<file path="src/rtl/threshold_monitor_4bits.sv">
// Threshold monitor: classifies each accepted 4-bit sample against a low and a
// high threshold and tracks a persistence-filtered LOW/MID/HIGH band with crossing events.
module threshold_monitor_4bits #(
  parameter int PERSIST = 3
) (
  input  logic       clk,
  input  logic       rst_n,
  input  logic       in_valid,
  input  logic [3:0] in_data,
  input  logic [3:0] th_hi,
  input  logic [3:0] th_lo,
  output logic [1:0] band,
  output logic       rise_evt,
  output logic       fall_evt,
  output logic [2:0] cmp_hi,
  output logic [2:0] cmp_lo,
  output logic       cfg_err
);

  localparam int CW = $clog2(PERSIST + 1);

  typedef enum logic [1:0] {
    NONE = 2'b00,
    LOW  = 2'b01,
    MID  = 2'b10,
    HIGH = 2'b11
  } band_t;

  band_t         state, state_nx;
  band_t         cand, cand_nx;
  band_t         cls;
  logic [CW-1:0] cnt, cnt_nx, run_nx;
  logic [2:0]    cmp_hi_nx, cmp_lo_nx;
  logic          rise_nx, fall_nx;
  logic          cfg_bad, accept;

  // One-hot {gt,eq,lt} of a against b, same encoding as the upstream comparators.
  function automatic logic [2:0] cmp3(input logic [3:0] a, input logic [3:0] b);
    return {a > b, a == b, a < b};
  endfunction

  assign cfg_bad = th_lo > th_hi;
  assign accept  = in_valid && !cfg_bad;
  assign cls     = (in_data > th_hi) ? HIGH : ((in_data < th_lo) ? LOW : MID);
  assign band    = state;

  always_ff @(posedge clk) begin
    if (!rst_n) begin
      state    <= NONE;
      cand     <= NONE;
      cnt      <= '0;
      cmp_hi   <= 3'b000;
      cmp_lo   <= 3'b000;
      rise_evt <= 1'b0;
      fall_evt <= 1'b0;
      cfg_err  <= 1'b0;
    end else begin
      state    <= state_nx;
      cand     <= cand_nx;
      cnt      <= cnt_nx;
      cmp_hi   <= cmp_hi_nx;
      cmp_lo   <= cmp_lo_nx;
      rise_evt <= rise_nx;
      fall_evt <= fall_nx;
      cfg_err  <= cfg_bad;
    end
  end

  // A new class restarts its run at 1; a repeat of the candidate extends it.
  always_comb begin
    state_nx  = state;
    cand_nx   = cand;
    cnt_nx    = cnt;
    cmp_hi_nx = cmp_hi;
    cmp_lo_nx = cmp_lo;
    rise_nx   = 1'b0;
    fall_nx   = 1'b0;
    run_nx    = (cls == cand) ? (cnt + CW'(1)) : CW'(1);

    if (in_valid && cfg_bad) begin
      cnt_nx = '0;
    end else if (accept) begin
      cmp_hi_nx = cmp3(in_data, th_hi);
      cmp_lo_nx = cmp3(in_data, th_lo);
      case (state)
        NONE: begin
          state_nx = cls;
        end
        default: begin
          if (cls == state) begin
            cnt_nx = '0;
          end else begin
            cand_nx = cls;
            if (run_nx == CW'(PERSIST)) begin
              state_nx = cls;
              cnt_nx   = '0;
              rise_nx  = (cls == HIGH);
              fall_nx  = (cls == LOW);
            end else begin
              cnt_nx = run_nx;
            end
          end
        end
      endcase
    end
  end

endmodule

</file>
<file path="config.mk">
export PLATFORM = sky130hd
export DESIGN_NAME = threshold_monitor_4bits
export DESIGN_NICKNAME = d
export VERILOG_FILES = /design/src/rtl/threshold_monitor_4bits.sv
export SDC_FILE = /design/constraint.sdc
export NUM_CORES = 1
export LEC_CHECK = 0
export ABC_AREA = 1
export CAP_MARGIN = 20
export CORE_UTILIZATION = 30
export DETAILED_ROUTE_END_ITERATION = 7
export GPL_TIMING_DRIVEN = 0
export SKIP_LAST_GASP = 1
export SYNTH_ARGS = -nofsm -noshare
export SYNTH_HDL_FRONTEND = slang
export SYNTH_SLANG_ARGS = --single-unit
</file>
<file path="constraint.sdc">
create_clock -name clk -period 4.3 [get_ports clk]
set_clock_uncertainty 0.15 [all_clocks]
set_input_delay 0.43 -clock clk [delete_from_list [all_inputs] [get_ports clk]]
set_output_delay 0.43 -clock clk [all_outputs]
set_load 0.02 [all_outputs]
</file>
==> results.cfg <==
[die]
num_rows = 20
start_util_pct = 32.7
die_area_mm2 = 0.00368
floorplan.io_pins = 26
floorplan.die.width_um = 60.7
die-height_um = 60.7
core_mm2 = 0.00315

[yosys]
synth.top_cell.area_share_pct = 29.1
yosys_warnings = 0
yosysTopAreaCell = sky130_fd_sc_hd__dfxtp_1
ys_async_sr_fraction_pct = 0
number_of_flops_mapped_to_enable_cells_by_yosys = 0
ys_seq_area_share_pct = 29.1
number_of_nets_produced_by_synthesis = 165
synth_common_cells = sky130_fd_sc_hd__inv_1 (27), sky130_fd_sc_hd__nand2_1 (20), sky130_fd_sc_hd__dfxtp_1 (15)
synthesis.area_per_instance_um2 = 7.48
syn_area_mm2 = 0.00103
yosys-top-cells-area = sky130_fd_sc_hd__dfxtp_1 (29%), sky130_fd_sc_hd__ha_1 (15%), sky130_fd_sc_hd__inv_1 (9.8%)
ys_ff_latch = 15
post_synthesis_cell_count = 138
synthFlopType = sky130_fd_sc_hd__dfxtp_1
synth_cell_types = 22
yosys.cell_count.top_type = sky130_fd_sc_hd__inv_1

[cells_and_area]
share_of_final_layout_standard_cells_stronger_than_drive_strength_1_pct = 13.8
nFillCells = 345
area_overhead_vs_synth_pct = 32.1
instances_no_fill = 211
nNetsFinal = 195
insertedDiodeCount = 0

[critical_path]
crit_arrival_ps = 2410
critical_path.endpoint_type = flop
timing.critical_path.fanout_max = 6
critical_path_class = in -> reg
timing.critical_path.from_type = primary input
worst_path_required_time_ps = 4380
rrSetupSlack_ps = 3020

[global_routing]
grt_first_pass_wirelength_um = 3750
grt_max_degree = 11
first_global_vias = 897
number_of_antenna_violations_at_the_first_check_in_global_routing = 0
globalRouteTotalUtil_pct = 13.7
grt_remaining_overflow = 0

[clock_network]
clkTransAtPathRegs_ps = 90
hold_buffers = 0
worst_skew_pair.late_latency_ps = 280
cts_max_level = 1
numCtsBuffers = 3
clock-root-buffer = sky130_fd_sc_hd__clkbuf_4
cts.repair_timing.setup_buffer_count = 0
post_cts.resized_instances = 0
max-clock-path-buffers = 2
tritoncts = built
cts_num_sinks = 15

[route]
drc_errors = 0
vias = 908
routed_wirelength_um = 2060
ant_nets = 0
iteration_count_of_the_initial_detailed_routing_pass = 4
routed_via_density = 4.30
drt_first_iter_violations = 38
avgRoutedWirePerCell_um = 9.76

[timing]
max_slew.worst_pin.slew_ps = 383
rsz0062_at_grt = no
layout_worst_path_cycle_share_pct = 54.3
achievable-frequency_mhz = 429
max_slew_margin_pct = 74.2
finalSetupViolations = 0
final_hold_viol_count = 0
min_period_ps = 2330
timing.setup.tns_ps = 0
finalMaxSlewViolations = 0
layout_setup_ws_ps = 1970

[placed_design]
gpl.final_weighted_congestion = 0.781
dp_slack_ps = 1660
place.detailed.hpwl_um = 1760
placed_cells_incl_taps = 207
portBuffers = 25

[pwr]
max-vdd-ir-drop_mv = 0.0931
p_total_mw = 0.400
power.leakage_nw = 0.641
pwr_density_cell_mw_per_mm2 = 293

[job]
drv_cap = 0

[status]
run_status = complete, no violations

[worst_hold_path]
timing.hold.worst.class = reg -> reg
[worst max-delay path: stages]
cell and delay, ps:
sky130_fd_sc_hd__clkdlybuf4s50_1 450, sky130_fd_sc_hd__inv_1 60, sky130_fd_sc_hd__ha_1 290, sky130_fd_sc_hd__a21oi_1 190, sky130_fd_sc_hd__nand2_1 140, sky130_fd_sc_hd__nand2_4 140
sky130_fd_sc_hd__nand2_4 80, sky130_fd_sc_hd__nand2_1 60, sky130_fd_sc_hd__nand2_1 60, sky130_fd_sc_hd__inv_1 60, sky130_fd_sc_hd__nand3_2 70, sky130_fd_sc_hd__nor3_1 140
sky130_fd_sc_hd__nand3_1 130, sky130_fd_sc_hd__nor2_1 100
[flip-flops by register name (all words and copies together) (netlist names)]
register,flops
cmp_hi,3
rise_evt,1
cfg_err,1
band,2
fall_evt,1
cand,2
cnt,2
cmp_lo,3
[worst paths after layout]
| kind | end | cells past startpoint | startpoint |
|---|---|---|---|
| worst min register to register | cand[0] | 2 | cand[0] |
| worst max register to register | cnt[1] | 6 | band[1] |
| worst max-delay path | fall_evt | 14 | th_hi[3] |
| worst min-delay path | cand[0] | 2 | cand[0] |
[routing by layer]
metal	share of wire, %	track usage [%]
met3	1.7	1.92
met2	49	23.1
met5	0	0
met4	1.2	5.84
met1	49	17.5
[cell families (layout without fill, tap and decap cells)]
group	after synthesis	in the layout	share of synthesized area, %
and+or+nand+nor	56	56	28.5
AOI/OAI and AO/OA	22	22	13.3
buffers and inverters	31	60	11.4
adders and majority gates	12	12	14.5
xor gates and xnor gates	2	2	3.15
DFF	15	15	29.1
[metrics by stage]
stage	utilization [%]	instance area, um2	hold WS [ps]
floorplan	-	1030	295
global placement	42.4	1340	308
detailed placement	42.4	1340	325
CTS	43.3	1360	339
global route	43.3	1360	366
finish	43.3	1360	329
[power by group]
group          internal [mW]  switching (mW)  total [mW]  leakage, nW
Combinational         0.0674          0.0922       0.160        0.503
Sequential             0.151         0.00725       0.159        0.123
Clock                 0.0360          0.0458      0.0818       0.0150
[layout by cell type (no fill, tap or decap), types with 4 or more instances in the layout]
cell type	count
sky130_fd_sc_hd__a21oi_1	9
sky130_fd_sc_hd__clkdlybuf4s50_1	25
sky130_fd_sc_hd__dfxtp_1	15
sky130_fd_sc_hd__ha_1	12
sky130_fd_sc_hd__inv_1	27
sky130_fd_sc_hd__nand2_1	20
sky130_fd_sc_hd__nand2_4	6
sky130_fd_sc_hd__nand3_1	7
sky130_fd_sc_hd__nor2_1	13
sky130_fd_sc_hd__o21ai_1	4
[layout make-up]
cell class | instances | area (um2) | area share, %
Buffer | 1 | 5.00 | 0.367
Inverter | 30 | 113 | 8.26
Sequential cell | 15 | 300 | 22.0
Multi-Input combinational cell | 92 | 614 | 45.0
Tap cell | 44 | 55.1 | 4.04
Clock buffer | 4 | 26.3 | 1.93
Timing Repair Buffer | 25 | 250 | 18.3
Power figures use the tool's default switching activity.
==> patch 1, RTL diff (same settings) <==
Register the output `cmp_lo` once more, cleared by the reset; this adds one clock of latency there. The other outputs are not delayed to match.
--- a/src/rtl/threshold_monitor_4bits.sv
+++ b/src/rtl/threshold_monitor_4bits.sv
@@ -28,2 +28,4 @@
 
+  logic [2:0] cmp_lo_s0;
+
   band_t         state, state_nx;
@@ -52,3 +54,3 @@
       cmp_hi   <= 3'b000;
-      cmp_lo   <= 3'b000;
+      cmp_lo_s0 <= 3'b000;
       rise_evt <= 1'b0;
@@ -61,3 +63,3 @@
       cmp_hi   <= cmp_hi_nx;
-      cmp_lo   <= cmp_lo_nx;
+      cmp_lo_s0 <= cmp_lo_nx;
       rise_evt <= rise_nx;
@@ -74,3 +76,3 @@
     cmp_hi_nx = cmp_hi;
-    cmp_lo_nx = cmp_lo;
+    cmp_lo_nx = cmp_lo_s0;
     rise_nx   = 1'b0;
@@ -107,2 +109,10 @@
 
+  always_ff @(posedge clk) begin
+    if (!rst_n) begin
+      cmp_lo <= '0;
+    end else begin
+      cmp_lo <= cmp_lo_s0;
+    end
+  end
+
 endmodule
Formal check against the unedited RTL: not equivalent (Yosys sat finds a counterexample within 4 cycles, from zero or initial values and one cycle with rst_n low).
==> patch 1 against the original RTL <==
Total power increased by 9.8%; setup slack got worse by 0.0027 ns; synthesized area increased by 4.4%; global-route usage decreased by 2.0 points; cell area increased by 4.2%; routed wire length up 1.1%; non-clock buffer count up 1; worst hold slack got worse by 0.046 ns; sequential cell count grew 3; die area is 4.2% higher; critical endpoint is now cmp_hi[1].
==> patch 1: results (changes against the original RTL) <==
[worst_setup_path]
crit_family = buffers and inverters  ; was simple AND/OR/NAND/NOR gates
crit_fanout = 10  ; was 6

[cells_and_area]
drive_gt1_share_pct = 12.6  ; was 13.8%
reg.largest.list = cmp_hi (3), cmp_lo (3), cmp_lo_s0 (3)  ; was cmp_hi (3), cmp_lo (3)
buffers = 27  ; was 26
nets = 203  ; was 195
clkCellAreaFrac_pct = 2.55  ; was 1.93%
seq_area_share_pct = 25.4  ; was 22.0%
multi_input_area_share_pct = 40.6  ; was 45.0%
area_share_nonclk_buffers_pct = 18.2  ; was 18.7%
comb.multi_input.count = 91  ; was 92

[routing]
m1WireLength_um = 1020  ; was 1000 um
num_vias = 966  ; was 908
drt_first_iter_violations = 26  ; was 38

[synthesis]
synth_nets = 173  ; was 165
netlist-cell-type-count = 23  ; was 22
netlist_top_cells_area = dfxtp_1 (33%), ha_1 (14%), inv_1 (11%)  ; was dfxtp_1 (29%), ha_1 (15%), inv_1 (9.8%)
ys_top_cells_by_count = inv_1 (31), nand2_1 (20), dfxtp_1 (18)  ; was inv_1 (27), nand2_1 (20), dfxtp_1 (15)

[grt]
met1_usage_pct = 14.5  ; was 17.5%
grt_pass1_vias = 851  ; was 897
use_met3_pct = 1.04  ; was 1.92%
grt.total_usage_pct = 11.7  ; was 13.7%

[clocking]
path_clk_slew_ns = 0.11  ; was 0.09 ns

[run_status]
status = finished, final reports clean  ; unchanged

[power_and_ir_drop]
p_leak_nw = 0.698  ; was 0.641 nW

[place]
place_congestion = 0.757  ; was 0.781

[worst_hold_path]
worstHoldEndpoint = cmp_lo[0]  ; was cand[0]
hp-start = cmp_lo_s0[0]  ; was cand[0]

## patch 1: changes by cell type in the layout (fill, tap and decap cells not counted), moves of 3 or more
| cell | before | now |
|---|---|---|
| dfxtp_1 | 15 | 18 |
| inv_1 | 27 | 31 |
| nand2_2 | 3 | 6 |
| nand2_4 | 6 | 3 |
| nor2_1 | 13 | 10 |
| o21ai_0 | 3 | 8 |
## patch 1: kinds of logic (layout without fill, tap and decap cells)
kind of cell	count (synthesis)	count (layout)	share of synthesized area, %
and+or+nand+nor	51	51	24.0
buffers and inverters	37	66	13.0
AOI/OAI and AO/OA	26	26	13.2
DFF	18	18	33.4
adders and majority gates	12	12	13.9
xor gates and xnor gates	2	2	2.32
## patch 1: power by group
group	internal, mW	switching (mW)	leakage, nW
Clock	0.0515	0.0522	0.0210
Combinational	0.0618	0.0859	0.530
Sequential	0.181	0.00714	0.147
Total	0.294	0.145	0.698
## patch 1: per-stage QoR
step / setup slack, ns / std cells / util, % / hold slack (ns) / area [um2]
floorplan: 2.37 / 146 / - / 0.249 / 1080
global placement: 1.66 / 217 / 40.9 / 0.265 / 1390
detailed placement: 1.66 / 217 / 40.9 / 0.267 / 1390
CTS: 1.96 / 221 / 41.9 / 0.283 / 1420
global route: 1.76 / 221 / 41.9 / 0.296 / 1420
finish: 1.96 / 221 / 41.9 / 0.282 / 1420
## patch 1: worst max-delay path by stage
stage              from   endpoint  slack, ns  depth (start not counted)
6_report       th_hi[3]  cmp_hi[1]       1.96                         11
5_1_grt        th_hi[3]  cmp_hi[2]       1.76                         10
4_1_cts        th_hi[3]  cmp_hi[1]       1.96                         11
3_5_place_dp   th_hi[1]  cmp_hi[1]       1.66                         11
3_3_place_gp   th_hi[3]   fall_evt       1.66                         12
2_1_floorplan  th_hi[3]   fall_evt       2.37                         12
==> patch 2, RTL diff (same flow settings) <==
Made on the original files. `PERSIST`: 3 -> 6.
--- a/src/rtl/threshold_monitor_4bits.sv
+++ b/src/rtl/threshold_monitor_4bits.sv
@@ -3,3 +3,3 @@
 module threshold_monitor_4bits #(
-  parameter int PERSIST = 3
+  parameter int PERSIST = 6
 ) (
Formal check against the unedited RTL: not equivalent (a bounded check fails within 10 cycles, from zero or initial values and one cycle with rst_n low).
==> patch 2 against the original RTL <==
Die area is 8.1% higher; routed wire length is 7.5% higher; cell area up 8.6%; synthesized area grew 8.4%; setup slack got worse by 0.15 ns; register-to-register slack got worse by 0.35 ns; non-clock buffer count stayed put; cell count up 2.8%; via count rose by 3.7%; critical path depth down 3; sequential power increased by 7%; sequential cell count rose by 1; fmax fell by 6.1%; total power increased by 18%; critical path type unchanged; highest routed layer unchanged.
==> patch 2: results (changes against the original RTL) <==
[worst_setup_path]
crit_start = th_hi[3]  ; unchanged
crit_fanout = 10  ; was 6
timing.rr.start = cnt[0]  ; was band[1]
cp_data_arrival_time_ns = 2.51  ; was 2.41 ns

[clocking]
path_clk_slew_ns = 0.07  ; was 0.09 ns
insertion_delay_ns = 0.25  ; was 0.28 ns
clockRootBuffer = clkbuf_8  ; was clkbuf_4

[power_and_ir_drop]
p_leak_nw = 0.694  ; was 0.641 nW
max-vdd-ir-drop_uv = 191  ; was 93.1 uV
internal-power_mw = 0.313  ; was 0.255 mW

[grt]
grt_pass1_wl_um = 3700  ; was 3750 um
grt.total_usage_pct = 11.8  ; was 13.7%
use_met2_pct = 19.2  ; was 23.1%
use_met3_pct = 3.44  ; was 1.92%
met1_usage_pct = 14.8  ; was 17.5%
grt_pass1_vias = 858  ; was 897

[routing]
num_vias = 942  ; was 908
drt_first_iter_violations = 19  ; was 38
wl_per_cell_um = 10.2  ; was 9.76 um

[place]
dp_hpwl_um = 1880  ; was 1760 um
place_congestion = 0.739  ; was 0.781
dpl_cell_area_um2 = 1430  ; was 1340 um2

[cells_and_area]
drive_gt1_share_pct = 17.0  ; was 13.8%
reg.largest.list = cmp_hi (3), cmp_lo (3), cnt (3)  ; was cmp_hi (3), cmp_lo (3)
nets = 200  ; was 195
n_fill_cell = 325  ; was 345

[synthesis]
ys_top_cells_by_count = inv_1 (26), nand2_1 (19), dfxtp_1 (16)  ; was inv_1 (27), nand2_1 (20), dfxtp_1 (15)
synth_warnings = 0  ; unchanged
synth_seq_area_share_pct = 28.6  ; was 29.1%
synth_nets = 170  ; was 165
netlist-cell-type-count = 27  ; was 22

[run_status]
status = finished, final reports clean  ; unchanged

[patch 2: changes by cell type after synthesis, sizes merged]
cell | unedited run | this run
a21o | 0 | 1
o21ai | 7 | 8
xor2 | 2 | 3
nand4 | 2 | 3
dfxtp | 15 | 16
a21oi | 10 | 13
ha | 12 | 13
nor3 | 2 | 1
o21a | 1 | 0
nor2 | 14 | 11
nand3 | 9 | 10
a211oi | 3 | 2
[patch 2: layout make-up]
type                    instances  area, um2  share of cell area [%]
flip-flops and latches         16        320                    21.6
plain buffers                   1       5.00                   0.338
repair buffers                 25        250                    16.9
multi-input cells              95        678                    45.8
well taps                      46       57.6                    3.89
inverters                      30        115                    7.77
clock buffers                   4       55.1                    3.72
[patch 2: path summary, 6_finish.rpt]
path	end	cells past startpoint	slack, ns
setup / recovery	cmp_hi[1]	11	1.81
hold / removal	cand[0]	2	0.32
setup reg to reg	band[0]	8	2.67
hold reg to reg	cand[0]	2	0.32
[patch 2: logic make-up after synthesis]
| family | share of synthesized area [%] |
|---|---|
| compound gates | 14.1 |
| xor+xnor | 3.02 |
| fa+ha+maj | 14.5 |
| buf+inv | 10.7 |
| flops | 28.6 |
| simple gates | 29.0 |
[patch 2: metrics by stage]
stage	instances	worst slack, ns
final	217	1.81
after global routing	217	1.65
after CTS	217	1.82
after detailed placement	213	1.57
after global placement	213	1.62
after floorplan	142	2.25
[patch 2: power by group through the flow]
stage	Sequential, mW	Clock (mW)	Combinational (mW)
global placement	0.172	0	0.166
finish	0.170	0.134	0.168
CTS	0.170	0.138	0.170
global route	0.171	0.143	0.188
floorplan	0.183	0	0.106
detailed placement	0.173	0	0.169
[patch 2: metal layers]
| metal | vias up | part of all wire, % |
|---|---|---|
| li1 | 517 | - |
| met5 | - | 0 |
| met1 | 402 | 50 |
| met4 | 0 | 0.63 |
| met2 | 21 | 46 |
| met3 | 2 | 4.1 |
[patch 2: worst max-delay path: stages]
cell and delay, ns:
clkdlybuf4s50_1 0.46, inv_1 0.06, ha_1 0.33, a21oi_1 0.19, o21ai_1 0.08, o21ai_1 0.14, nand2_1 0.17, inv_1 0.18
buf_2 0.23, o21ai_0 0.10, a21oi_1 0.14
